File: config.mk
export PLATFORM = sky130hd
export DESIGN_NAME = ahbl_cmd_master
export DESIGN_NICKNAME = d
export VERILOG_FILES = /design/src/rtl/ahbl_pkg.sv /design/src/rtl/ahbl_lane_align.sv /design/src/rtl/ahbl_cmd_master.sv
export SDC_FILE = /design/constraint.sdc
export NUM_CORES = 1
export LEC_CHECK = 0
export BUFFER_PORTS_ARGS = -buffer_cell sky130_fd_sc_hd__buf_2
export CORE_MARGIN = 2
export CORE_UTILIZATION = 42
export CTS_BUF_LIST = sky130_fd_sc_hd__clkbuf_4
export DETAILED_ROUTE_END_ITERATION = 10
export PLACE_DENSITY = 0.79
export SYNTH_ARGS = -nofsm -noshare
export SYNTH_HDL_FRONTEND = slang
export SYNTH_SLANG_ARGS = --single-unit
export TNS_END_PERCENT = 20
File: constraint.sdc
create_clock -name HCLK -period 1.51 [get_ports HCLK]
set_input_delay 0.151 -clock HCLK [delete_from_list [all_inputs] [get_ports HCLK]]
set_output_delay 0.151 -clock HCLK [all_outputs]
set_load 0.01 [all_outputs]
File: src/rtl/ahbl_pkg.sv
// Shared AHB-lite encodings and small helpers for the command master.
package ahbl_pkg;

  localparam logic [1:0] HTRANS_IDLE   = 2'b00;
  localparam logic [1:0] HTRANS_BUSY   = 2'b01;
  localparam logic [1:0] HTRANS_NONSEQ = 2'b10;
  localparam logic [1:0] HTRANS_SEQ    = 2'b11;

  localparam logic [2:0] HSIZE_BYTE = 3'd0;
  localparam logic [2:0] HSIZE_HALF = 3'd1;
  localparam logic [2:0] HSIZE_WORD = 3'd2;

  // Sizes above a word are not supported on a 32-bit bus; fold them to word.
  function automatic logic [2:0] norm_size(input logic [2:0] s);
    return (s > HSIZE_WORD) ? HSIZE_WORD : s;
  endfunction

endpackage

File: src/rtl/ahbl_lane_align.sv
// Byte-lane steering: write replication onto HWDATA, read extraction from HRDATA.
module ahbl_lane_align
  import ahbl_pkg::*;
(
  input  logic [2:0]  size,
  input  logic [1:0]  lane,
  input  logic [31:0] wdata,
  input  logic [31:0] hrdata,
  output logic [31:0] hwdata,
  output logic [31:0] rdata
);

  logic [31:0] rd_sh;

  always_comb begin
    rd_sh = hrdata >> {lane, 3'b000};
    case (size)
      HSIZE_BYTE: begin
        hwdata = {4{wdata[7:0]}};
        rdata  = {24'h0, rd_sh[7:0]};
      end
      HSIZE_HALF: begin
        hwdata = {2{wdata[15:0]}};
        rdata  = {16'h0, rd_sh[15:0]};
      end
      default: begin
        hwdata = wdata;
        rdata  = hrdata;
      end
    endcase
  end

endmodule

File: src/rtl/ahbl_cmd_master.sv
// AHB-lite initiator: valid/ready commands become single NONSEQ transfers with
// pipelined address and data phases, responses returned in order.
module ahbl_cmd_master
  import ahbl_pkg::*;
#(
  parameter int ADDR_W = 32
)
(
  input  logic              HCLK,
  input  logic              HRESETn,
  input  logic              cmd_valid,
  output logic              cmd_ready,
  input  logic [ADDR_W-1:0] cmd_addr,
  input  logic              cmd_write,
  input  logic [2:0]        cmd_size,
  input  logic [31:0]       cmd_wdata,
  output logic              rsp_valid,
  output logic [31:0]       rsp_rdata,
  output logic              rsp_err,
  output logic              busy,
  output logic [ADDR_W-1:0] HADDR,
  output logic [1:0]        HTRANS,
  output logic              HWRITE,
  output logic [2:0]        HSIZE,
  output logic [31:0]       HWDATA,
  input  logic              HREADY,
  input  logic [31:0]       HRDATA,
  input  logic              HRESP
);

  logic              ap_vld_q, ap_vld_d;
  logic [ADDR_W-1:0] ap_addr_q, ap_addr_d;
  logic              ap_write_q, ap_write_d;
  logic [2:0]        ap_size_q, ap_size_d;
  logic [31:0]       ap_wdata_q, ap_wdata_d;

  logic              dp_vld_q, dp_vld_d;
  logic              dp_write_q, dp_write_d;
  logic [2:0]        dp_size_q, dp_size_d;
  logic [1:0]        dp_lane_q, dp_lane_d;
  logic [31:0]       dp_wdata_q, dp_wdata_d;

  logic              rsp_valid_q, rsp_valid_d;
  logic              rsp_err_q, rsp_err_d;
  logic [31:0]       rsp_rdata_q, rsp_rdata_d;

  logic [2:0]        cmd_size_n;
  logic [ADDR_W-1:0] cmd_addr_a;
  logic [31:0]       rd_lane;

  // An empty address slot may fill even while HREADY is low (IDLE->NONSEQ
  // is legal mid-wait); a pending NONSEQ only advances when HREADY is high.
  assign cmd_ready = ~ap_vld_q | HREADY;

  always_comb begin
    cmd_size_n = norm_size(cmd_size);
    cmd_addr_a = cmd_addr;
    if (cmd_size_n == HSIZE_HALF) cmd_addr_a[0]   = 1'b0;
    if (cmd_size_n == HSIZE_WORD) cmd_addr_a[1:0] = 2'b00;

    ap_vld_d   = ap_vld_q;
    ap_addr_d  = ap_addr_q;
    ap_write_d = ap_write_q;
    ap_size_d  = ap_size_q;
    ap_wdata_d = ap_wdata_q;
    if (cmd_ready) begin
      ap_vld_d = cmd_valid;
      if (cmd_valid) begin
        ap_addr_d  = cmd_addr_a;
        ap_write_d = cmd_write;
        ap_size_d  = cmd_size_n;
        ap_wdata_d = cmd_wdata;
      end
    end

    dp_vld_d   = dp_vld_q;
    dp_write_d = dp_write_q;
    dp_size_d  = dp_size_q;
    dp_lane_d  = dp_lane_q;
    dp_wdata_d = dp_wdata_q;
    if (HREADY) begin
      dp_vld_d   = ap_vld_q;
      dp_write_d = ap_write_q;
      dp_size_d  = ap_size_q;
      dp_lane_d  = ap_addr_q[1:0];
      dp_wdata_d = ap_wdata_q;
    end

    rsp_valid_d = dp_vld_q & HREADY;
    rsp_err_d   = rsp_valid_d & HRESP;
    rsp_rdata_d = (rsp_valid_d & ~dp_write_q) ? rd_lane : 32'h0;
  end

  always_ff @(posedge HCLK or negedge HRESETn) begin
    if (!HRESETn) begin
      ap_vld_q    <= 1'b0;
      ap_addr_q   <= '0;
      ap_write_q  <= 1'b0;
      ap_size_q   <= 3'd0;
      ap_wdata_q  <= 32'h0;
      dp_vld_q    <= 1'b0;
      dp_write_q  <= 1'b0;
      dp_size_q   <= 3'd0;
      dp_lane_q   <= 2'd0;
      dp_wdata_q  <= 32'h0;
      rsp_valid_q <= 1'b0;
      rsp_err_q   <= 1'b0;
      rsp_rdata_q <= 32'h0;
    end else begin
      ap_vld_q    <= ap_vld_d;
      ap_addr_q   <= ap_addr_d;
      ap_write_q  <= ap_write_d;
      ap_size_q   <= ap_size_d;
      ap_wdata_q  <= ap_wdata_d;
      dp_vld_q    <= dp_vld_d;
      dp_write_q  <= dp_write_d;
      dp_size_q   <= dp_size_d;
      dp_lane_q   <= dp_lane_d;
      dp_wdata_q  <= dp_wdata_d;
      rsp_valid_q <= rsp_valid_d;
      rsp_err_q   <= rsp_err_d;
      rsp_rdata_q <= rsp_rdata_d;
    end
  end

  ahbl_lane_align u_align (
    .size   (dp_size_q),
    .lane   (dp_lane_q),
    .wdata  (dp_wdata_q),
    .hrdata (HRDATA),
    .hwdata (HWDATA),
    .rdata  (rd_lane)
  );

  assign HADDR     = ap_addr_q;
  assign HTRANS    = ap_vld_q ? HTRANS_NONSEQ : HTRANS_IDLE;
  assign HWRITE    = ap_write_q;
  assign HSIZE     = ap_size_q;
  assign busy      = ap_vld_q | dp_vld_q;
  assign rsp_valid = rsp_valid_q;
  assign rsp_err   = rsp_err_q;
  assign rsp_rdata = rsp_rdata_q;

endmodule

=== Yosys cells after proc, flatten, opt, wreduce, memory -nomap -nowiden ===
Index checks and enable logic that the tools add are counted.

* Output and inout port bits: 106
* Register bits after elaboration: 142

* Eq/ne operators: 3
* Bitwise logic cells: 7
* Muxes and demuxes: 7
* Order comparisons: 1
* Shift-type cells: 1
* Reduce and logical (&&, ||, !) cells: 2

{| class="wikitable"
|+ Operators by type and width
! cell !! number
|-
| 32-bit one-hot mux with 2 select lines || 2
|-
| 32-bit 2-to-1 mux || 1
|-
| 32-bit by 5-bit >> shifter with 16-bit output || 1
|-
| 3-bit by 1-bit == test with 1-bit output (second input constant) || 2
|-
| 2-bit 2-to-1 mux || 2
|-
| 1-bit AND || 3
|-
| 3-bit by 2-bit == test with 1-bit output (second input constant) || 1
|-
| 3-bit by 2-bit greater-than comparator with 1-bit output (second input constant) || 1
|-
| 3-bit zero test || 1
|-
| 3-bit 2-to-1 mux || 1
|-
| 1-bit NOT || 2
|-
| 1-bit bitwise OR || 2
|-
| 2-bit AND reduction || 1
|-
| 1-bit 2-to-1 mux || 1
|}

=== Logic depth before layout (Yosys ltp) ===
Gate-level depths: netlist of the first run.

* Word-level depth: 5
* Gate-level depth with buffers: 7
* Depth with buffers taken out: 3

=== By module ===
Synthesis of the first run repeated with hierarchy kept, for this count alone.

* Cell total of the unflattened synthesis: 480
* Area total of the unflattened synthesis: 6,368.6 µm²

{| class="wikitable"
|+ Modules (own cells, without submodules)
! module !! seq. area each (µm²) !! area each (µm²) !! times used !! cells an instance
|-
| ahbl_cmd_master || 3,553.4 || 5,201.2 || 1 || 314
|-
| ahbl_lane_align || 0.0 || 1,167.4 || 1 || 166
|}

=== Least setup slack after synthesis of the first run ===
No wires, ideal clock.

* Kind: register to output
* Start: register dp_size_q[2]
* End: output HWDATA[10]
* Setup slack: -0.104 ns
* Arrival: 1.463 ns
* Stages on the path, launching flop included: 5
* Buffers on the path: 1
* Required time: 1.359 ns
* Cells stage by stage: dfrtp_1 > or2_2 > buf_2 > nor2_2 > mux2_2

* Longest elaborated chain between the ends: 2

{| class="wikitable"
|+ Ends and longest elaborated chain
! item !! line !! RTL
|-
| from (decl) || ahbl_cmd_master.sv:39 || <nowiki>logic [2:0] dp_size_q, dp_size_d;</nowiki>
|-
| from (signal assigned) || ahbl_cmd_master.sv:117 || <nowiki>dp_size_q <= dp_size_d;</nowiki>
|-
| 3-bit by 1-bit == test with 1-bit output or 3-bit zero test (tied branches) || ahbl_lane_align.sv:17 || <nowiki>case (size)</nowiki>
|-
| 32-bit one-hot mux with 2 select lines (*) || ahbl_lane_align.sv:17 ||
|-
| to (decl) || ahbl_cmd_master.sv:25 || <nowiki>output logic [31:0] HWDATA,</nowiki>
|}

Every way passes the cells marked *; elsewhere a longest branch is shown, timed or not.

=== Worst setup path after layout of the first run ===
* Start: register dp_size_q[2]
* End: output HWDATA[11]

Same word-level chain as after synthesis.

==> results.txt, run 1 <==
Worst Setup Start Kind = register
Worst path slowest cell = dfrtp_1
Fin nets = 853
Mean Syn Cell Area = 14.2 um^2
Mapped Area = 5980 um^2
Post-route setup slack = -0.539 ns
XOR/XNOR share of the synthesized area = 0%
CTS Buf Count = 17
P&R area growth vs syn = 48.6%
Final min period = 2.05 ns
Clock-pin slew on the worst setup and hold paths = 0.12 ns
Clk buf depth = 2
Final WL = 16200 um
CP arrival = 1.90 ns
Number of sinks on the clock net = 142
GR Overflow Total = 0
Max rail drop VDD = 0.629 mV
Area share of fa/ha/maj cells after synthesis = 0%
Rel. slew slack = 51.0%
Clock share of power = 28.4%
Max incr delay on CP = 0.40 ns
Synth Area in Compound Gates = 6.03%
Die height = 123 um
DR pass1 iterations = 4
Root Buffer = clkbuf_4
First-pass GRT wire length = 25400 um
Class of the most critical setup path = register to output port
Power Dens Cells = 1140 nW/um^2
Die width = 123 um
Antenna cells = 0
Critical path cell sequence = or2_4, nor2_4, buf_12, mux2_4, buf_6
Pin count of the biggest net entering global routing = 50
Final Non-Filler Cells = 941
Vias = 4703
Critical path capture point type = output port
Largest family of logic cells by synthesized area = multiplexers
Placed Cells = 800
Post-Route Skew = 0.0261 ns
Slew Limit Fails = 0
Syn Nets = 526
Status = complete, but fails checks
Internal cell power = 7240 uW
Worst endpoint required time = 1.36 ns
Number of antenna violations at the first check in global routing = 0
Hold Fails Final Rpt = 0
Post-DRT Antenna Nets = 0
Die Area = 15200 um^2
Hold WS = 0.0578 ns
Vias per cell = 5.00
PortBufs = 209
Post-DR wirelength/cell = 17.2 um
DR iter-0 viols = 236
Cells after synthesis = 421
Highest Clock Rate = 488 MHz
Initial core utilization = 43.1%
Overall power = 10100 uW
Switch Pwr = 2850 uW
Synthesized flop and latch total = 142
Worst R2R Setup Slack = 0.02 ns
CTS HTree Levels = 4
# IOs = 211
Routability cong. = 0.815
Logic pwr share = 25.6%
Worst-Skew Late Latency = 0.55 ns
Setup violations, final = 25
Crit Path Max Fanout = 8
Mux contribution to synthesized area = 24.6%
Worst slew pin tran = 0.732 ns
Core Region = 13900 um^2
Final Cycle Share = 136%
Simple-gate area share of the yosys netlist = 6.20%
RSZ-0062 raised after global routing = yes
Register area share after synthesis = 59.4%
Violated checks = negative setup slack
Vias in the first global route = 4943
HPWL Detailed = 10800 um
DRC = 0
Reg power frac = 46.1%
Max Cap Viol = 0
Type of the worst min-delay path = primary input to async pin
LEAKAGE = 0.00432 uW
Count of different cell masters after synthesis = 32
CTS tree = done
Switching part of the total = 28.2%
Fillers = 1027
YS warnings = 0
Overall routing resource usage = 22.0%
Site Rows = 43
Share of layout cells above drive strength 1 = 52.4%
==> worst max-delay path, delay by kind of cell, from the launching register on <==
kind / cells / cell delay, ns
multiplexers: 1 / 0.32
buffers and inverters: 2 / 0.27
AND/OR/NAND/NOR: 2 / 0.37
flip-flops: 1 / 0.40
==> registers in the layout, indices dropped and copies added (netlist names), 2 cells and up <==
signal	flops
HSIZE	3
rsp_rdata	32
dp_wdata_q	32
HADDR	32
dp_lane_q	2
ap_wdata_q	32
dp_size_q	3
==> layout by cell type (no fill, tap or decap), types with 2 or more instances in the layout <==
cell type / synthesis / routed
and2_1: 16 / 16
o221a_2: 8 / 8
a2bb2oi_1: 8 / 8
clkbuf_4: 0 / 19
a22o_1: 8 / 8
o21ai_1: 0 / 6
dlygate4sd3_1: 0 / 106
mux2_2: 95 / 86
clkinv_2: 0 / 3
buf_4: 10 / 17
o21ai_0: 10 / 2
nor2_1: 5 / 4
a21oi_1: 2 / 2
inv_1: 3 / 3
nand2b_1: 2 / 2
clkinvlp_4: 0 / 3
dfrtp_1: 142 / 140
o2bb2ai_1: 8 / 8
nor2_4: 0 / 2
nand2_1: 33 / 33
or2_4: 0 / 2
mux2i_1: 16 / 16
buf_6: 4 / 14
bufinv_16: 0 / 5
o21ai_2: 0 / 2
clkinv_1: 0 / 2
buf_2: 7 / 199
mux2_4: 16 / 25
nand4_1: 2 / 2
dfrtp_2: 0 / 2
buf_12: 0 / 7
==> layout make-up <==
cell class	instances	area, um^2	share of cell area [%]
repair buffers	343	2480	27.9
clock inverters	13	195	2.20
inverters	3	11.3	0.127
flip-flops and latches	142	3560	40.0
well taps	180	225	2.53
multi-input cells	241	2270	25.6
clock buffers	19	143	1.61
==> final timing paths <==
kind                                from            end  depth (start not counted)
setup / recovery            dp_size_q[2]     HWDATA[11]                          5
hold / removal                   HRESETn         HWRITE                          2
setup reg to reg            dp_lane_q[1]   rsp_rdata[4]                          4
hold reg to reg            ap_wdata_q[2]  dp_wdata_q[2]                          1
max in group asynchronous        HRESETn      HADDR[30]                          3
min in group HCLK                 HREADY      rsp_valid                          4
==> cell usage after synthesis, drive strengths merged <==
cell type	n	area, um^2
dfrtp	142	3550
and2	17	109
nand2b	3	26.3
a22o	8	70.1
a2bb2oi	8	70.1
mux2i	16	160
o2bb2ai	8	70.1
mux2	111	1310
nand2	33	124
nand4	2	12.5
nor2	6	25.0
conb	1	3.75
o221a	8	90.1
a21oi	2	10.0
and3	1	6.26
or2	2	12.5
clkbuf	11	42.5
inv	3	11.3
o21ai	10	50.1
buf	24	166
nor4b	2	32.5
nor3	1	10.0
nor2b	2	12.5
==> power by group through the flow <==
stage          logic, uW  clock network, uW  registers, uW
5_1_grt             2780               3120           4720
4_1_cts             2550               2930           4650
3_3_place_gp        2100                  0           4690
3_5_place_dp        2150                  0           4720
2_1_floorplan       1200                  0           4700
6_report            2580               2860           4650
==> metrics by stage <==
step / util (%) / area (um^2) / setup TNS, ns / setup WS [ns]
final: 64.0 / 8880 / -11.45 / -0.539
after CTS: 63.8 / 8850 / -13.30 / -0.606
after detailed placement: 52.7 / 7310 / -4.35 / -0.160
after global placement: 52.7 / 7310 / -3.83 / -0.143
after global routing: 64.0 / 8880 / -15.19 / -0.651
after floorplan: - / 5980 / -0.105 / -0.0132
==> cells by family (layout without fill, tap and decap cells) <==
family / count (synthesis) / count (layout)
and+or+nand+nor: 69 / 69
other: 1 / 1
AOI/OAI and AO/OA: 44 / 44
DFF: 142 / 142
muxes: 127 / 127
buffers and inverters: 38 / 378
==> layer usage <==
metal	routed length [um]	global-route usage, %
met1	6670	26.4
met2	8100	37.8
met5	0	0
met3	1150	5.90
met4	316	8.24
==> what timing repair did <==
action	in CTS	in global routing
setup endpoints to repair	49	58
pin swaps	2	6
resized for setup	31	9
setup buffers	2	1
endpoints found under the hold margin	243	0
hold buffers	106	0
(Power assumes the default switching activity.)
==> inputs of run 2 (changes only) <==
--- a/config.mk
+++ b/config.mk
@@ -5,12 +5,15 @@
 export SDC_FILE = /design/constraint.sdc
 export NUM_CORES = 1
 export LEC_CHECK = 0
+export ABC_AREA = 1
 export BUFFER_PORTS_ARGS = -buffer_cell sky130_fd_sc_hd__buf_2
+export CELL_PAD_IN_SITES_DETAIL_PLACEMENT = 1
+export CELL_PAD_IN_SITES_GLOBAL_PLACEMENT = 1
 export CORE_MARGIN = 2
-export CORE_UTILIZATION = 42
+export CORE_UTILIZATION = 34
 export CTS_BUF_LIST = sky130_fd_sc_hd__clkbuf_4
 export DETAILED_ROUTE_END_ITERATION = 10
-export PLACE_DENSITY = 0.79
+export PLACE_DENSITY = 0.86
 export SYNTH_ARGS = -nofsm -noshare
 export SYNTH_HDL_FRONTEND = slang
 export SYNTH_SLANG_ARGS = --single-unit
==> results.txt, run 2 <==
Status = complete, but fails checks
Violated checks = negative setup slack
Power Dens Cells = 1060 nW/um^2
Worst R2R Setup Slack = 0.06 ns
Top cells by count, synth = nand2_1 (366), dfrtp_1 (142), inv_1 (54)
YS warnings = 0
Rel. slew slack = 42.4%
Number of sinks on the clock net = 142
Fillers = 2172
Final Cell Area = 9070 um^2
Post-DR wirelength/cell = 18.3 um
Launch point of the worst reg-to-reg path = dp_size_q[2]
Die width = 139 um
TNS Setup = -10.52 ns
Post-Route Utilization = 50.7%
GR Overflow Total = 0
Multi-input combinational cell area = 2210 um^2
Type of the worst min-delay path = primary input to async pin
Die height = 139 um
Overall routing resource usage = 24.0%
Top cell type's share of synthesized area = 57.5%
Highest Clock Rate = 497 MHz
Post-DRT Antenna Nets = 0
Vias = 6256
Share of layout cells above drive strength 1 = 29.7%
Core Region = 17900 um^2
Syn Nets = 842
Worst-Skew Late Latency = 0.55 ns
Max Cap Viol = 0
PortBufs = 209
Hold Fails Final Rpt = 0
RSZ-0062 raised after global routing = yes
# IOs = 211
Vias in the first global route = 6918
Crit Path Max Fanout = 6
Most frequent cell after synthesis = nand2_1
Most common cell after layout, fill and taps aside = nand2_1
Cell types occupying the most area after synthesis = dfrtp_1 (58%), nand2_1 (22%), o21ai_0 (3.9%), inv_1 (3.3%), buf_4 (1.8%)
Post-Route Skew = 0.0110 ns
CTS Buf Count = 17
Worst endpoint required time = 1.36 ns
Clk buf depth = 2
First-pass GRT wire length = 36500 um
LEAKAGE = 0.00498 uW
Clock-pin slew on the worst setup and hold paths = 0.13 ns
Root Buffer = clkbuf_4
Primary FF master, synth = dfrtp_1
DR pass1 iterations = 5
Routability cong. = 0.844
HPWL Detailed = 14200 um
DR iter-0 viols = 336
Class of the most critical setup path = register to output port
P&R area growth vs syn = 46.8%
Reg-to-Reg End = rsp_rdata[7]
Cells after synthesis = 737
EDFF count, synth = 0
Final Cycle Share = 133%
Placed Area = 7430 um^2
Mean Syn Cell Area = 8.38 um^2
Most frequent cells in the layout = nand2_1 (357), buf_2 (208), dfrtp_1 (142), dlygate4sd3_1 (109), inv_1 (54)
Initial core utilization = 34.5%
Max rail drop VDD = 0.464 mV
Synthesized flop and latch total = 142
Vias per cell = 4.79
Worst slew pin tran = 0.862 ns
CTS tree = done
Fin nets = 1164
Area leader, netlist = dfrtp_1
Mapped Area = 6180 um^2
CTS HTree Levels = 4
R2R depth = 6
Setup violations, final = 25
Final WL = 23900 um
Worst Setup Start Kind = register
Pin count of the biggest net entering global routing = 36
DRC = 0
CP arrival = 1.86 ns
Die Area = 19300 um^2
Reg area = 3550 um^2
Register area share after synthesis = 57.5%
Number of antenna violations at the first check in global routing = 4
Final min period = 2.01 ns
Slew Limit Fails = 0
Count of different cell masters after synthesis = 29
Asr flop ratio synth = 100%
Site Rows = 49
Post-route setup slack = -0.502 ns
Critical path capture point type = output port
run 2: cell count changes after synthesis, sizes merged, moves of 14 or more:
cell / previous run / this run
mux2i: 16 / 0
nand2: 33 / 369
mux2: 111 / 0
a21oi: 2 / 16
nand3: 0 / 16
o21ai: 10 / 53
and2: 17 / 0
inv: 3 / 59
run 2: final cells by class:
class	instances	share of cell area [%]
well taps	229	3.16
flip-flops and latches	142	39.2
clock buffers	17	1.41
diodes	5	0.138
clock inverters	15	2.06
repair buffers	348	27.2
inverters	60	2.51
multi-input cells	490	24.4
run 2: worst max-delay path by stage:
stage | from | to | slack [ns] | depth (start not counted)
CTS | dp_size_q[1] | HWDATA[28] | -0.47 | 7
global route | dp_size_q[2] | HWDATA[9] | -0.68 | 7
floorplan | dp_size_q[2] | HWDATA[13] | 0.22 | 6
detailed placement | dp_size_q[2] | HWDATA[12] | 0.03 | 6
finish | dp_size_q[2] | HWDATA[9] | -0.50 | 7
global placement | dp_lane_q[1] | rsp_rdata[2] | 0.12 | 4
run 2: worst max-delay path, cell delays in order, from the launching register on:
cell	delay, ns
dfrtp_1	0.44
nor2_4	0.16
inv_2	0.06
nor2_4	0.14
clkbuf_16	0.18
nand2_4	0.05
o21ai_0	0.10
buf_2	0.18
run 2: metrics by stage:
| stage | setup slack (ns) | power (uW) | cells | hold WS [ns] |
|---|---|---|---|---|
| floorplan | 0.225 | 5570 | 737 | -0.145 |
| global placement | 0.122 | 6360 | 1153 | 0.0630 |
| detailed placement | 0.0266 | 6460 | 1153 | 0.0680 |
| CTS | -0.469 | 9490 | 1299 | 0.116 |
| global route | -0.676 | 10200 | 1305 | 0.120 |
| finish | -0.502 | 9650 | 1306 | 0.159 |
run 2: cell families after synthesis:
logic type             after synthesis  share of synthesized area (%)
and+or+nand+nor                    411                           26.6
AOI/OAI and AO/OA                   78                           7.39
DFF                                142                           57.5
other                                1                         0.0607
buffers and inverters              105                           8.43
run 2: report_power, final:
group	total [uW]	switching [uW]	internal [uW]
clock	2740	1560	1180
sequential	4510	284	4220
combinational	2410	1410	997
run 2: routing by layer:
layer	vias up	share of wire, %	GRT usage, %
li1	2905	-	-
met1	3044	39	27.4
met2	236	52	42.8
met3	71	4.4	5.25
met4	0	4.3	11.1
met5	-	0	0
run 2: timing repair:
| action | 4_1_cts | 5_1_grt |
|---|---|---|
| endpoints found under the hold margin | 244 | 0 |
| resized for setup | 4 | 38 |
| setup endpoints to repair | 25 | 50 |
| hold buffers | 109 | 0 |
| pin swaps | 2 | 2 |
| setup buffers | 5 | 1 |
| gates cloned | 0 | 1 |
